<file path="src/rtl/pc_fetch_sequencer.sv">
// PC owner and fetch sequencer: one outstanding imem request, 1-entry decode buffer.
// Optional macro PC_MISALIGN_TRAP_EN: misaligned redirects go to TRAP_VECTOR.
module pc_fetch_sequencer #(
    parameter int unsigned     XLEN         = 32,
    parameter logic [XLEN-1:0] RESET_VECTOR = XLEN'(32'h0000_0000),
    parameter logic [XLEN-1:0] TRAP_VECTOR  = XLEN'(32'h0000_0100)
) (
    input  logic            CLK,
    input  logic            reset,
    input  logic            redirect_valid_i,
    input  logic [XLEN-1:0] redirect_target_i,
    output logic            imem_req_valid_o,
    input  logic            imem_req_ready_i,
    output logic [XLEN-1:0] imem_req_addr_o,
    input  logic            imem_resp_valid_i,
    input  logic [XLEN-1:0] imem_resp_data_i,
    output logic            instr_valid_o,
    input  logic            instr_ready_i,
    output logic [XLEN-1:0] instr_o,
    output logic [XLEN-1:0] instr_pc_o,
    output logic [XLEN-1:0] pc_o,
    output logic            misalign_o
);

    typedef enum logic [1:0] {
        S_BOOT,
        S_REQ,
        S_WAIT,
        S_HOLD
    } state_t;

    state_t          state;
    state_t          state_d;
    logic [XLEN-1:0] pc_q;
    logic [XLEN-1:0] pc_d;
    logic [XLEN-1:0] instr_q;
    logic [XLEN-1:0] instr_d;
    logic [XLEN-1:0] ipc_q;
    logic [XLEN-1:0] ipc_d;
    logic            kill_q;
    logic            kill_d;
    logic            iv_q;
    logic            iv_d;
    logic            mis_q;
    logic            mis_d;
    logic            accept;
    logic            redirect;
    logic            bad_align;
    logic [XLEN-1:0] redir_pc;

    assign accept   = (state == S_REQ) && imem_req_ready_i;
    assign redirect = redirect_valid_i && (state != S_BOOT);

`ifdef PC_MISALIGN_TRAP_EN
    assign bad_align = (redirect_target_i[1:0] != 2'b00);
    assign redir_pc  = bad_align ? TRAP_VECTOR
                                 : {redirect_target_i[XLEN-1:2], 2'b00};
`else
    logic unused_cfg;
    assign unused_cfg = ^{TRAP_VECTOR, redirect_target_i[1:0]};
    assign bad_align  = 1'b0;
    assign redir_pc   = {redirect_target_i[XLEN-1:2], 2'b00};
`endif

    // State register
    always_ff @(posedge CLK) begin
        if (reset) begin
            state <= S_BOOT;
        end else begin
            state <= state_d;
        end
    end

    // Next state and datapath updates; a redirect overrides the normal flow
    always_comb begin
        state_d = state;
        pc_d    = pc_q;
        kill_d  = kill_q;
        iv_d    = iv_q;
        instr_d = instr_q;
        ipc_d   = ipc_q;
        mis_d   = 1'b0;

        unique case (state)
            S_BOOT: begin
                state_d = S_REQ;
            end
            S_REQ: begin
                if (accept) begin
                    state_d = S_WAIT;
                end
            end
            S_WAIT: begin
                if (imem_resp_valid_i) begin
                    if (kill_q) begin
                        kill_d  = 1'b0;
                        state_d = S_REQ;
                    end else begin
                        instr_d = imem_resp_data_i;
                        ipc_d   = pc_q;
                        iv_d    = 1'b1;
                        pc_d    = pc_q + XLEN'(4);
                        state_d = S_HOLD;
                    end
                end
            end
            S_HOLD: begin
                if (instr_ready_i) begin
                    iv_d    = 1'b0;
                    state_d = S_REQ;
                end
            end
            default: begin
                state_d = S_BOOT;
            end
        endcase

        if (redirect) begin
            pc_d  = redir_pc;
            iv_d  = 1'b0;
            mis_d = bad_align;
            if ((state == S_WAIT) && imem_resp_valid_i) begin
                // Response lands with the redirect: drop it, nothing left in flight
                instr_d = instr_q;
                ipc_d   = ipc_q;
                kill_d  = 1'b0;
                state_d = S_REQ;
            end else if ((state == S_WAIT) || accept) begin
                // Request in flight: drain its response before refetching
                kill_d  = 1'b1;
                state_d = S_WAIT;
            end else begin
                state_d = S_REQ;
            end
        end
    end

    // Datapath registers
    always_ff @(posedge CLK) begin
        if (reset) begin
            pc_q    <= RESET_VECTOR;
            kill_q  <= 1'b0;
            iv_q    <= 1'b0;
            instr_q <= '0;
            ipc_q   <= '0;
            mis_q   <= 1'b0;
        end else begin
            pc_q    <= pc_d;
            kill_q  <= kill_d;
            iv_q    <= iv_d;
            instr_q <= instr_d;
            ipc_q   <= ipc_d;
            mis_q   <= mis_d;
        end
    end

    assign imem_req_valid_o = (state == S_REQ);
    assign imem_req_addr_o  = pc_q;
    assign pc_o             = pc_q;
    assign instr_valid_o    = iv_q;
    assign instr_o          = instr_q;
    assign instr_pc_o       = ipc_q;
    assign misalign_o       = mis_q;

endmodule

</file>
<file path="config.mk">
export PLATFORM = sky130hd
export DESIGN_NAME = pc_fetch_sequencer
export DESIGN_NICKNAME = d
export VERILOG_FILES = /design/src/rtl/pc_fetch_sequencer.sv
export SDC_FILE = /design/constraint.sdc
export NUM_CORES = 1
export LEC_CHECK = 0
export CAP_MARGIN = 10
export CORE_AREA = 2 2 102 104
export CTS_CLUSTER_DIAMETER = 40
export DETAILED_ROUTE_END_ITERATION = 6
export DIE_AREA = 0 0 104 106
export GPL_ROUTABILITY_DRIVEN = 0
export PLACE_DENSITY_LB_ADDON = 0.3
export SYNTH_ARGS = -nofsm -noshare
export SYNTH_HDL_FRONTEND = slang
export SYNTH_SLANG_ARGS = --single-unit
</file>
<file path="constraint.sdc">
create_clock -name CLK -period 4 [get_ports CLK]
set_input_delay 1 -clock CLK [delete_from_list [all_inputs] [get_ports CLK]]
set_output_delay 1 -clock CLK [all_outputs]
set_load 0.005 [all_outputs]
</file>
==> run metrics <==
multi-input logic area=2010 µm²; fin util=0.626; ANT cells=0; CTS tree=built; clock-pin slew on the worst setup and hold paths=0.09 ns; initial core utilization=0.436; Clk pwr share=0.229; Psw=0.937 mW; Die X=104 µm; CP top delay family=simple AND/OR/NAND/NOR gates; Area Overhead vs Synth=43.6%; Routed Antenna Nets=0; commonest cells after routing, fill and taps aside=190 x clkdlybuf4s50_1, 143 x nand2_1, 96 x dfxtp_1, 65 x a21oi_1, 38 x nor2_1; Setup TNS=0 ns; Setup Skew=0.0122 ns; Critical Path Source=imem_resp_valid_i; worst slew pin tran=1.01 ns; Mapped Area=4360 µm²; CTS Hold Bufs=0; grt total ovfl=0; routed via count=4115; fraction of registers with async set/reset=0; # nets final=761; layout cells sized above 1=0.0463; Flop pwr share=0.447; commonest non-fill, non-tap cell in the layout=clkdlybuf4s50_1; fin crit period=2.91 ns; first-pass iteration count of the detailed router=5; total track usage=0.206; die height=106 µm; clk buf depth=2; Sink Count=96; Vias/cell=4.98; Die Area=11000 µm²; Root Driver=clkbuf_8; sw frac=0.326; sequential cell area=1920 µm²; Hold Path Origin=instr_o[15]; number of global-route vias before repair=3705; slowest library cell on the worst path=nor4_2; Max Cap Viol=0; register area share after synthesis=0.440; EDFF count, synth=0; detailed router's first-iteration violation count=186; port buffer count=191; WP buf/inv=2; worst-path maximum fanout=7; site row count=37; num ports=201; setup bufs post-CTS=0; status=completed; Unique masters post-synth=41; initial antenna violation count=0; Yosys warning count=0; final WL=11.8 mm; slew margin rel.=0.327; power share of the combinational group=0.324; CP arrival=3.15 ns; clk_lat worst skew=0.35 ns; Final period util=0.727; Worst VDD drop=0.292 mV; Final HPWL DP=8.43 mm; largest net degree at the start of global routing=98; final hold vios=0; fmax=344 MHz; max incr delay on CP=0.62 ns; WP data required=4.24 ns; endpoint class of the critical path=flop; CP Launch Type=input port; worst hold path class=flop to flop; worst-path cell chain=clkdlybuf4s50_1 -> nand3b_2 -> nor4_2 -> buf_4 -> nand2_1 -> xor2_1 -> a211oi_1; #FFs+latches synth=96; Final Power=2.88 mW; Leak=2.07 nW; Pwr Density=459 nW/µm²; Setup-failing EPs final=0; post_cts resized=0; H-tree Lvls=3; Int Power=1.94 mW; worst setup path class=input port to flop; WL per Instance=14.3 µm; DRC=0; count of pins over their slew limit=0; core area=10000 µm²; fillcell total=924; cts bufs inserted=9; top_reg_cell synth=dfxtp_1; Gate Count Post-Synth=546; RR Startpoint=state[0]; Mean Syn Cell Area=7.99 µm²; first-pass GRT wire length=18.7 mm; RSZ-0062 raised after global routing=no
flip-flops by register name, indices dropped and copies added (netlist names):
signal / flops
instr_o: 32
state: 2
instr_valid_o: 1
imem_req_addr_o: 30
kill_q: 1
instr_pc_o: 30
synth_stat cells, types with 2 or more instances:
library cell | instances | area (µm²)
nand2_1 | 144 | 541
dfxtp_1 | 96 | 1920
a21oi_1 | 65 | 325
nor2_1 | 39 | 146
buf_4 | 37 | 278
clkbuf_1 | 29 | 109
a211oi_1 | 27 | 203
xor2_1 | 16 | 140
xnor2_1 | 13 | 114
nand4_1 | 11 | 68.8
nand3_1 | 9 | 45.0
nor3_1 | 8 | 40.0
ha_1 | 5 | 62.6
inv_1 | 5 | 18.8
and3_1 | 4 | 25.0
and2_1 | 3 | 18.8
nand2b_1 | 3 | 18.8
nor2b_1 | 3 | 18.8
nor4_2 | 3 | 37.5
buf_6 | 2 | 22.5
clkbuf_8 | 2 | 27.5
nor4_1 | 2 | 12.5
o31ai_1 | 2 | 15.0
worst register-to-register path, delay by kind of cell (launching register included):
family / cells / cell delay [ns]
simple gates: 3 / 0.95
compound gates: 1 / 0.27
xor+xnor: 1 / 0.17
buf+inv: 2 / 0.34
flops: 1 / 0.35
fa+ha+maj: 1 / 0.29
per-stage QoR:
step	setup WS (ns)	hold slack [ns]	instance area [µm²]	cells
floorplan	1.70	0.453	4390	552
global placement	0.805	0.441	6060	811
detailed placement	0.798	0.446	6060	811
CTS	1.13	0.459	6260	827
global route	0.914	0.472	6260	827
finish	1.09	0.457	6260	827
layout make-up:
type | instances | share of cell area
clock inverters | 5 | 0.0104
clock buffers | 11 | 0.0226
flip-flops and latches | 96 | 0.307
repair buffers | 195 | 0.310
multi-input cells | 379 | 0.320
inverters | 5 | 0.00300
well taps | 136 | 0.0272
layer usage:
layer	vias to the layer above	track usage	share of wire
met5	-	0	0
met4	0	0.0859	0.028
met3	26	0.0460	0.058
met1	1887	0.258	0.44
met2	152	0.344	0.48
li1	2050	-	-
logic make-up after synthesis:
kind of cell / Yosys count / share of synthesized area
buffers and inverters: 77 / 0.108
other: 1 / 0.000860
flip-flops: 96 / 0.440
XOR/XNOR: 29 / 0.0582
adder cells (fa/ha/maj): 5 / 0.0143
AND/OR/NAND/NOR: 237 / 0.243
AO/OA/AOI/OAI: 101 / 0.136
power by group through the flow:
stage | registers (mW) | clock network (mW) | logic, mW
2_1_floorplan | 1.26 | 0 | 0.528
3_3_place_gp | 1.30 | 0 | 0.918
3_5_place_dp | 1.31 | 0 | 0.937
4_1_cts | 1.29 | 0.678 | 0.941
5_1_grt | 1.31 | 0.711 | 1.02
6_report | 1.29 | 0.658 | 0.932
path summary, 6_finish.rpt:
check	to	slack (ns)	cells past startpoint
worst max register to register	imem_req_addr_o[19]	1.54	8
worst min-delay path	instr_o[15]	0.46	2
worst min register to register	instr_o[15]	0.46	2
worst max-delay path	imem_req_addr_o[19]	1.09	7
(Power assumes the default switching activity.)
